<file path="config.mk">
export PLATFORM = sky130hd
export DESIGN_NAME = mem_bus_arbiter
export DESIGN_NICKNAME = d
export VERILOG_FILES = /design/src/rtl/mem_bus_arbiter.sv
export SDC_FILE = /design/constraint.sdc
export NUM_CORES = 1
export LEC_CHECK = 0
export ABC_AREA = 1
export CAP_MARGIN = 20
export CORE_ASPECT_RATIO = 2
export CORE_MARGIN = 2
export CORE_UTILIZATION = 31
export CTS_BUF_LIST = sky130_fd_sc_hd__clkbuf_4
export CTS_CLUSTER_DIAMETER = 150
export DETAILED_ROUTE_END_ITERATION = 12
export MAX_ROUTING_LAYER = met4
export PLACE_DENSITY_LB_ADDON = 0.12
export SLEW_MARGIN = 40
export SYNTH_ARGS = -nofsm -noshare
export SYNTH_HDL_FRONTEND = slang
export SYNTH_SLANG_ARGS = --single-unit
</file>
<file path="constraint.sdc">
create_clock -name clk -period 1.3 [get_ports clk]
set_input_delay 0.325 -clock clk [delete_from_list [all_inputs] [get_ports clk]]
set_output_delay 0.325 -clock clk [all_outputs]
set_load 0.005 [all_outputs]
</file>
<file path="src/rtl/mem_bus_arbiter.sv">
// mem_bus_arbiter: shares one RAM bus between fetch and data ports, data first.
// Define ARB_TIMEOUT_EN to add a bus-ack watchdog that aborts after TIMEOUT cycles.
module mem_bus_arbiter #(
  parameter int AW = 32,
  parameter int DW = 32,
  parameter int TIMEOUT = 255
) (
  input  logic          clk,
  input  logic          rst,
  input  logic          stall_i,
  input  logic          flush_i,
  input  logic          i_ce,
  input  logic [AW-1:0] i_addr,
  output logic [DW-1:0] i_rdata,
  output logic          i_stallreq,
  input  logic          d_ce,
  input  logic          d_we,
  input  logic [3:0]    d_sel,
  input  logic [AW-1:0] d_addr,
  input  logic [DW-1:0] d_wdata,
  output logic [DW-1:0] d_rdata,
  output logic          d_stallreq,
  output logic          bus_req,
  output logic          bus_we,
  output logic [3:0]    bus_sel,
  output logic [AW-1:0] bus_addr,
  output logic [DW-1:0] bus_wdata,
  input  logic [DW-1:0] bus_rdata,
  input  logic          bus_ack,
  output logic          bus_err
);
  typedef enum logic [1:0] {IDLE, D_BUSY, I_BUSY} state_t;
  state_t state_q;
  logic [AW-1:0] addr_q;
  logic [DW-1:0] wdata_q, i_rdata_q, d_rdata_q;
  logic [3:0] sel_q;
  logic req_q, we_q, err_q, i_done_q, d_done_q, flushed_q;
  logic i_done_d, d_done_d, tmo, fin, ok;
  if (TIMEOUT < 1 || TIMEOUT > 255) begin : g_bad_timeout
    $error("TIMEOUT must fit the 8-bit watchdog counter (1..255)");
  end
`ifdef ARB_TIMEOUT_EN
  logic [7:0] cnt_q;
  assign tmo = state_q != IDLE && !bus_ack && cnt_q == 8'(TIMEOUT - 1);
  always_ff @(posedge clk) begin
    if (!rst || state_q == IDLE) cnt_q <= '0;
    else if (!bus_ack) cnt_q <= cnt_q + 8'd1;
  end
`else
  assign tmo = 1'b0;
`endif
  assign fin = state_q != IDLE && (bus_ack || tmo);
  // a flush seen at grant or at any point while busy drops the result
  assign ok = fin && !flush_i && !flushed_q;
  assign d_done_d = (ok && state_q == D_BUSY) ? 1'b1 : (flush_i || !stall_i) ? 1'b0 : d_done_q;
  assign i_done_d = (ok && state_q == I_BUSY) ? 1'b1 : (flush_i || !stall_i) ? 1'b0 : i_done_q;
  assign d_stallreq = d_ce & ~d_done_q;
  assign i_stallreq = i_ce & ~i_done_q;
  assign bus_req = req_q;
  assign bus_we = we_q;
  assign bus_sel = sel_q;
  assign bus_addr = addr_q;
  assign bus_wdata = wdata_q;
  assign bus_err = err_q;
  assign i_rdata = i_rdata_q;
  assign d_rdata = d_rdata_q;
  always_ff @(posedge clk) begin
    if (!rst) begin
      state_q <= IDLE;
      req_q <= 1'b0;
      we_q <= 1'b0;
      err_q <= 1'b0;
      sel_q <= '0;
      addr_q <= '0;
      wdata_q <= '0;
      i_rdata_q <= '0;
      d_rdata_q <= '0;
      i_done_q <= 1'b0;
      d_done_q <= 1'b0;
      flushed_q <= 1'b0;
    end else begin
      i_done_q <= i_done_d;
      d_done_q <= d_done_d;
      err_q <= tmo;
      if (state_q == IDLE) begin
        if (d_ce && !d_done_q) begin
          state_q <= D_BUSY;
          req_q <= 1'b1;
          addr_q <= d_addr;
          we_q <= d_we;
          sel_q <= d_sel;
          wdata_q <= d_wdata;
          flushed_q <= flush_i;
        end else if (i_ce && !i_done_q) begin
          state_q <= I_BUSY;
          req_q <= 1'b1;
          addr_q <= i_addr;
          we_q <= 1'b0;
          sel_q <= 4'b1111;
          flushed_q <= flush_i;
        end
      end else begin
        flushed_q <= flushed_q | flush_i;
        if (fin) begin
          state_q <= IDLE;
          req_q <= 1'b0;
        end
        if (fin && state_q == D_BUSY && (tmo || !we_q)) d_rdata_q <= tmo ? '0 : bus_rdata;
        if (fin && state_q == I_BUSY) i_rdata_q <= tmo ? '0 : bus_rdata;
      end
    end
  end
endmodule

</file>
==> impl_metrics.env, run 1 <==
export IMPL_drcViolationCount=0
export IMPL_cts_root_buffer="sky130_fd_sc_hd__clkbuf_4"
export IMPL_min_delay_start="rst"
export IMPL_number_of_buffers_on_the_longest_clock_path=2
export IMPL_synth_net_count=929
export IMPL_fillCellCount=1743
export IMPL_clock_sinks=139
export IMPL_crit_reg2reg_capture="bus_addr[15]$_SDFFE_PN0P_"
export IMPL_yosys_warnings=0
export IMPL_yosys_top_cells_area="sky130_fd_sc_hd__dfxtp_1 50%, sky130_fd_sc_hd__nand2_1 16%, sky130_fd_sc_hd__nor2_1 14%, sky130_fd_sc_hd__o21bai_1 4.3%, sky130_fd_sc_hd__a21oi_1 3.5%"
export IMPL_area_growth_synth_to_final_pct=72.1
export IMPL_vias=5790
export IMPL_power_leakage_nw=4.31
export IMPL_period_minus_slack_ns=1.44
export IMPL_place_congestion=0.827
export IMPL_die_h_um=194
export IMPL_netlist_area_leader_share_pct=50.0
export IMPL_setup_crit_path_kind="flop to output port"
export IMPL_slew_violations=0
export IMPL_global_route_wire_length_before_repair_mm=30.4
export IMPL_synth_seq_area_share_pct=50.0
export IMPL_synth_top_cells_by_count="232 x sky130_fd_sc_hd__nand2_1, 201 x sky130_fd_sc_hd__nor2_1, 139 x sky130_fd_sc_hd__dfxtp_1"
export IMPL_postSynth_topFlopCell="sky130_fd_sc_hd__dfxtp_1"
export IMPL_grt_setup_unrepaired="true"
export IMPL_post_place_ws_ns=-0.502
export IMPL_synth_most_common_cell="sky130_fd_sc_hd__nand2_1"
export IMPL_wire_per_inst_um=14.8
export IMPL_die_w_um=98.8
export IMPL_dieArea_um2=19100
export IMPL_total_switching_power_mw=2.90
export IMPL_worst_ir_drop_vdd_mv=0.758
export IMPL_numCtsBuffers=17
export IMPL_rows=69
export IMPL_floorplan_initialDensity_pct=31.5
export IMPL_floorplan_core_area_um2=17700
export IMPL_utilization_pct=54.1
export IMPL_status="finished with violations"
export IMPL_cp_cell_sequence="inv_2, nand2_2, inv_2, buf_6"
export IMPL_netSwitchingFraction_pct=28.8
export IMPL_number_of_enable_type_register_cells_in_the_synthesized_netlist=0
export IMPL_pwr_share_seq_pct=48.3
export IMPL_path_buf_inv=3
export IMPL_hold_buffers=0
export IMPL_clock_skew_ns=0.0209
export IMPL_multiInputGateArea_um2=2460
export IMPL_pwr_density_cell_nw_per_um2=1050
export IMPL_grt_usage_pct=20.8
export IMPL_end_kind="output port"
export IMPL_post_dp_hpwl_mm=13.3
export IMPL_drt_iter0_drc=122
export IMPL_post_route_worst_setup_slack_ns=-0.139
export IMPL_internal_power_mw=7.15
export IMPL_min_delay_worst_endpoint="bus_wdata[19]$_SDFFE_PN0P_"
export IMPL_largest_area_contributor_in_the_netlist="sky130_fd_sc_hd__dfxtp_1"
export IMPL_register_bit_count_reported_by_yosys=139
export IMPL_layout_area_seq_um2=2960
export IMPL_nNetsFinal=1232
export IMPL_drtPass1Iterations=4
export IMPL_holdCritPathClass="input pin to flop"
export IMPL_viasPerCell=4.40
export IMPL_tritoncts="yes"
export IMPL_pin_count=277
export IMPL_period_share_pct=111
export IMPL_kind_of_cell_adding_the_most_delay_to_the_critical_path="flip-flops"
export IMPL_synth_async_reset_ratio_pct=0
export IMPL_grt_antenna_before_repair=1
export IMPL_startpoint_type="flop"
export IMPL_timing_hold_worst_path_depth=3
export IMPL_ctsHtreeMaxLevel=4
export IMPL_numPortBuffers=275
export IMPL_clock_latency_ns=0.53
export IMPL_max_fanout_on_critical_path=2
export IMPL_grt_start_max_net_pins=43
export IMPL_crit_reg2reg_launch="d_done_q$_SDFFE_PN0P_"
export IMPL_crit_path_frequent_cell="sky130_fd_sc_hd__inv_2"
export IMPL_postLayoutCellArea_um2=9580
export IMPL_placed_area_um2=8690
export IMPL_vias_in_the_first_global_route=5856
export IMPL_dp_cells=1260
export IMPL_clkPwrFrac_pct=25.3
export IMPL_residual_antenna_violating_net_count_after_detailed_routing=0
export IMPL_post_synth_instance_area_um2=5570
export IMPL_finalHoldViolations=0
export IMPL_setup_violations_final=92
export IMPL_share_comb_of_total_power_pct=26.4
export IMPL_syn_inst=789
export IMPL_drive_gt1_share_pct=34.8
export IMPL_drt_total_wl_mm=19.5
export IMPL_syn_mean_instance_area_um2=7.06
export IMPL_drv_max_cap_violation_count=0
export IMPL_grt_overflow_total=0
export IMPL_worst_path_largest_cell_delay_ns=0.35
export IMPL_violated_checks="negative setup slack"
export IMPL_worst_ep_required_time_ns=0.98
export IMPL_slowest_stage="sky130_fd_sc_hd__dfxtp_2"
export IMPL_rr_worst_depth=10
export IMPL_cp_arrival_ns=1.11
export IMPL_path_clk_slew_ns=0.12
export IMPL_fmax_mhz=695
export IMPL_reg2reg_setup_slack_ns=-0.08
export IMPL_number_of_distinct_library_cells_after_synthesis=22
export IMPL_fin_cells=1317
## registers in the layout (all words and copies together) (netlist names)
signal / count
flushed_q: 1
bus_sel: 4
bus_addr: 32
state_q: 2
i_rdata: 32
bus_we: 1
d_rdata: 32
d_done_q: 1
bus_wdata: 32
bus_req: 1
i_done_q: 1
## area by class of cell
cell class | count | area share [%]
clock buffers | 18 | 1.41
well taps | 213 | 2.78
clock inverters | 12 | 1.07
repair buffers | 329 | 36.4
inverters | 46 | 1.80
flip-flops and latches | 139 | 30.8
diodes | 1 | 0.0261
multi-input cells | 559 | 25.7
## worst max path at each step
stage                           from                         to  cells past startpoint
2_1_floorplan  d_done_q$_SDFFE_PN0P_  bus_addr[13]$_SDFFE_PN0P_                      9
3_3_place_gp                    d_ce                 d_stallreq                      4
3_5_place_dp                    d_ce                 d_stallreq                      4
4_1_cts        d_done_q$_SDFFE_PN0P_                 d_stallreq                      4
5_1_grt        i_done_q$_SDFFE_PN0P_                 i_stallreq                      4
6_report       i_done_q$_SDFFE_PN0P_                 i_stallreq                      4
## worst reg2reg max path: stages (launching register included)
cell,delay (ns)
sky130_fd_sc_hd__dfxtp_2,0.34
sky130_fd_sc_hd__inv_2,0.04
sky130_fd_sc_hd__nand2_2,0.05
sky130_fd_sc_hd__buf_4,0.18
sky130_fd_sc_hd__nand2_8,0.11
sky130_fd_sc_hd__nand2_8,0.07
sky130_fd_sc_hd__buf_4,0.15
sky130_fd_sc_hd__buf_16,0.13
sky130_fd_sc_hd__nand2_1,0.06
sky130_fd_sc_hd__nand2_1,0.05
sky130_fd_sc_hd__nor2_1,0.12
## through the flow
stage | total power, mW | hold WS, ns | TNS (ns)
global route | 10.7 | 0.0521 | -19.54
floorplan | 5.77 | 0.440 | 0
CTS | 10.2 | 0.0615 | -11.07
global placement | 7.13 | 0.449 | -46.26
finish | 10.1 | 0.124 | -1.15
detailed placement | 7.15 | 0.453 | -48.62
## power groups by stage
stage / sequential [mW] / combinational [mW] / clock [mW]
2_1_floorplan: 4.87 / 0.901 / 0
3_3_place_gp: 4.83 / 2.30 / 0
3_5_place_dp: 4.85 / 2.30 / 0
4_1_cts: 4.85 / 2.61 / 2.70
5_1_grt: 4.89 / 2.91 / 2.87
6_report: 4.86 / 2.65 / 2.54
## routing by layer
metal	GRT usage [%]	routed length (µm)
met1	20.1	7030
met5	-	0
met4	7.46	438
met3	5.46	1150
met2	38.8	10900
## cells by family after synthesis
family                 share of synthesized area [%]
AO/OA/AOI/OAI                                   11.1
buffers and inverters                           7.62
flip-flops                                      50.0
other                                         0.0674
AND/OR/NAND/NOR                                 31.3
## placed cells by master (no fill, tap or decap), types with 5 or more instances in the layout
cell type | Yosys | final
sky130_fd_sc_hd__nand2_1 | 232 | 231
sky130_fd_sc_hd__nor2_1 | 201 | 196
sky130_fd_sc_hd__dfxtp_2 | 0 | 138
sky130_fd_sc_hd__clkdlybuf4s50_1 | 0 | 138
sky130_fd_sc_hd__buf_6 | 4 | 104
sky130_fd_sc_hd__a21oi_1 | 39 | 39
sky130_fd_sc_hd__inv_1 | 40 | 37
sky130_fd_sc_hd__buf_2 | 15 | 35
sky130_fd_sc_hd__o21bai_1 | 32 | 32
sky130_fd_sc_hd__o21ai_0 | 33 | 30
sky130_fd_sc_hd__buf_4 | 7 | 29
sky130_fd_sc_hd__clkbuf_4 | 0 | 18
sky130_fd_sc_hd__buf_12 | 0 | 15
sky130_fd_sc_hd__inv_2 | 5 | 9
sky130_fd_sc_hd__nand3_1 | 6 | 6
sky130_fd_sc_hd__o21ai_1 | 3 | 6
sky130_fd_sc_hd__nand2_8 | 0 | 5
## repair_timing
item                       4_1_cts  5_1_grt
hold endpoints to repair         0        0
setup endpoints to repair      203      217
setup buffers                   12        7
gates cloned                     9        1
gates resized for setup        790       26
pin swaps                        5        3
(Power assumes the default switching activity.)
==> run 2, diff against run 1 <==
--- a/config.mk
+++ b/config.mk
@@ -10,7 +10,6 @@
 export CORE_ASPECT_RATIO = 2
 export CORE_MARGIN = 2
 export CORE_UTILIZATION = 31
-export CTS_BUF_LIST = sky130_fd_sc_hd__clkbuf_4
 export CTS_CLUSTER_DIAMETER = 150
 export DETAILED_ROUTE_END_ITERATION = 12
 export MAX_ROUTING_LAYER = met4
==> run 2 against run 1 <==
Against the previous run: the flow still finishes with violations (negative setup slack); register-to-register slack improved by 0.12 ns; sequential share of layout area increased by 0.59 points; critical path depth unchanged; via count decreased by 1.7%; final cell count decreased by 1.1%; total power increased by 15%; critical path type unchanged; routed wire length decreased by 2.7%; highest routed layer unchanged; maximum frequency increased by 10%.
==> impl_metrics.env, run 2 (same netlist as run 1, synthesis figures left out) <==
export IMPL_worst_path_largest_cell_delay_ns=0.33
export IMPL_viasPerCell=4.37
export IMPL_grt_setup_unrepaired="true"
export IMPL_path_clk_slew_ns=0.06
export IMPL_startpoint_type="flop"
export IMPL_violated_checks="negative setup slack"
export IMPL_residual_antenna_violating_net_count_after_detailed_routing=0
export IMPL_worst_ep_required_time_ns=0.98
export IMPL_period_share_pct=100
export IMPL_global_route_wire_length_before_repair_mm=28.9
export IMPL_slew_violations=0
export IMPL_crit_path_frequent_cell="sky130_fd_sc_hd__inv_2"
export IMPL_cts_root_buffer="sky130_fd_sc_hd__clkbuf_16"
export IMPL_fin_setup_tns_ns=-0.00249
export IMPL_holdCritPathClass="input pin to flop"
export IMPL_tritoncts="yes"
export IMPL_fin_cells=1303
export IMPL_grt_overflow_total=0
export IMPL_grt_antenna_before_repair=0
export IMPL_drive_gt1_share_pct=27.6
export IMPL_pwr_share_seq_pct=41.3
export IMPL_fillCellCount=1780
export IMPL_number_of_buffers_on_the_longest_clock_path=2
export IMPL_clock_sinks=139
export IMPL_max_fanout_on_critical_path=2
export IMPL_vias=5692
export IMPL_numPortBuffers=275
export IMPL_setup_violations_final=1
export IMPL_placed_area_um2=8690
export IMPL_period_minus_slack_ns=1.30
export IMPL_grt_usage_pct=19.4
export IMPL_drtPass1Iterations=4
export IMPL_setup_crit_path_kind="flop to output port"
export IMPL_rows=69
export IMPL_hold_buffers=0
export IMPL_layout_cells_most_common="sky130_fd_sc_hd__nand2_1"
export IMPL_fmax_mhz=768
export IMPL_area_growth_synth_to_final_pct=65.6
export IMPL_post_route_worst_setup_slack_ns=-0.00249
export IMPL_wire_per_inst_um=14.6
export IMPL_total_switching_power_mw=3.06
export IMPL_drt_iter0_drc=125
export IMPL_status="finished with violations"
export IMPL_internal_power_mw=8.51
export IMPL_nNetsFinal=1219
export IMPL_dp_cells=1260
export IMPL_pin_count=277
export IMPL_dieArea_um2=19100
export IMPL_floorplan_initialDensity_pct=31.5
export IMPL_final_cell_mix="230 x sky130_fd_sc_hd__nand2_1, 201 x sky130_fd_sc_hd__nor2_1, 136 x sky130_fd_sc_hd__clkdlybuf4s50_1, 92 x sky130_fd_sc_hd__dfxtp_2, 63 x sky130_fd_sc_hd__buf_2"
export IMPL_drt_total_wl_mm=19.0
export IMPL_worst_ir_drop_vdd_mv=0.998
export IMPL_cp_cell_sequence="inv_2, nand2_2, inv_2, buf_6"
export IMPL_vias_in_the_first_global_route=5601
export IMPL_floorplan_core_area_um2=17700
export IMPL_post_dp_hpwl_mm=13.3
export IMPL_post_place_ws_ns=-0.502
export IMPL_share_comb_of_total_power_pct=19.7
export IMPL_numCtsBuffers=17
export IMPL_postLayoutCellArea_um2=9220
export IMPL_drv_max_cap_violation_count=0
export IMPL_drcViolationCount=0
export IMPL_pwr_density_cell_nw_per_um2=1260
export IMPL_finalHoldViolations=0
export IMPL_die_w_um=98.8
export IMPL_slowest_stage="sky130_fd_sc_hd__dfxtp_2"
export IMPL_end_kind="output port"
export IMPL_clock_latency_ns=0.41
export IMPL_power_leakage_nw=4.15
export IMPL_place_congestion=0.827
export IMPL_cp_arrival_ns=0.98
export IMPL_ctsHtreeMaxLevel=4
export IMPL_die_h_um=194
export IMPL_clock_skew_ns=0.0107
export IMPL_netSwitchingFraction_pct=26.5
export IMPL_clkPwrFrac_pct=39.0
export IMPL_grt_start_max_net_pins=45
export IMPL_n_antenna_cell=0
[run 2: changes by cell type in the layout (fill, tap and decap cells not counted), moves of 19 or more]
cell	before	now
sky130_fd_sc_hd__buf_6	104	5
sky130_fd_sc_hd__dfxtp_1	1	47
sky130_fd_sc_hd__dfxtp_2	138	92
sky130_fd_sc_hd__buf_2	35	63
sky130_fd_sc_hd__clkbuf_2	0	26
sky130_fd_sc_hd__clkdlybuf4s15_2	0	25
sky130_fd_sc_hd__clkbuf_16	0	22
sky130_fd_sc_hd__clkdlybuf4s15_1	0	21
sky130_fd_sc_hd__o21ai_0	30	11
sky130_fd_sc_hd__o21ai_1	6	25
[run 2: critical path, delay by kind of cell (launching register included)]
kind	cells	cell delay [ns]
buffers and inverters	3	0.19
DFF	1	0.33
and+or+nand+nor	1	0.06
[run 2: final timing paths]
check                                start                         end  slack, ns  depth (start not counted)
setup reg to reg   state_q[1]$_SDFFE_PN0P_    bus_addr[5]$_SDFFE_PN0P_       0.04                          6
hold reg to reg   i_rdata[19]$_SDFFE_PN0P_    i_rdata[19]$_SDFFE_PN0P_       0.46                          2
hold / removal                         rst  bus_wdata[21]$_SDFFE_PN0P_       0.23                          3
setup / recovery     i_done_q$_SDFFE_PN0P_                  i_stallreq     -0.002                          4
[run 2: timing repair]
| item | CTS | global route |
|---|---|---|
| pin swaps | 1 | 8 |
| endpoints found under the setup margin | 199 | 171 |
| resized for setup | 476 | 113 |
| setup buffers | 2 | 5 |
| cloned | 0 | 7 |
[run 2: layout make-up]
class                      count  area [µm²]  share of cell area (%)
clock inverter                11        98.8                    1.07
inverter                      46         173                    1.87
tap                          213         267                    2.89
sequential                   139        2900                    31.4
clock buffer                  19         443                    4.80
timing repair buffer         317        2920                    31.7
multi-input combinational    558        2420                    26.2
[run 2: stage by stage]
step	hold WS, ns	utilization (%)	power [mW]
2_1_floorplan	0.440	-	5.77
3_3_place_gp	0.449	49.1	7.13
3_5_place_dp	0.453	49.1	7.15
4_1_cts	0.221	52.3	11.6
5_1_grt	0.243	52.1	12.2
6_report	0.231	52.1	11.6
[run 2: metal layers]
layer	track usage (%)	routed length (µm)	up-vias
met4	6.60	354	0
met3	4.73	1100	18
met1	20.1	7160	2490
met5	-	0	-
met2	35.3	10400	180
li1	-	-	3004
[run 2: power groups by stage]
stage | Sequential, mW | Combinational, mW | Clock, mW
global placement | 4.83 | 2.30 | 0
floorplan | 4.87 | 0.901 | 0
global route | 4.82 | 2.53 | 4.83
detailed placement | 4.85 | 2.30 | 0
finish | 4.79 | 2.28 | 4.51
CTS | 4.78 | 2.18 | 4.67
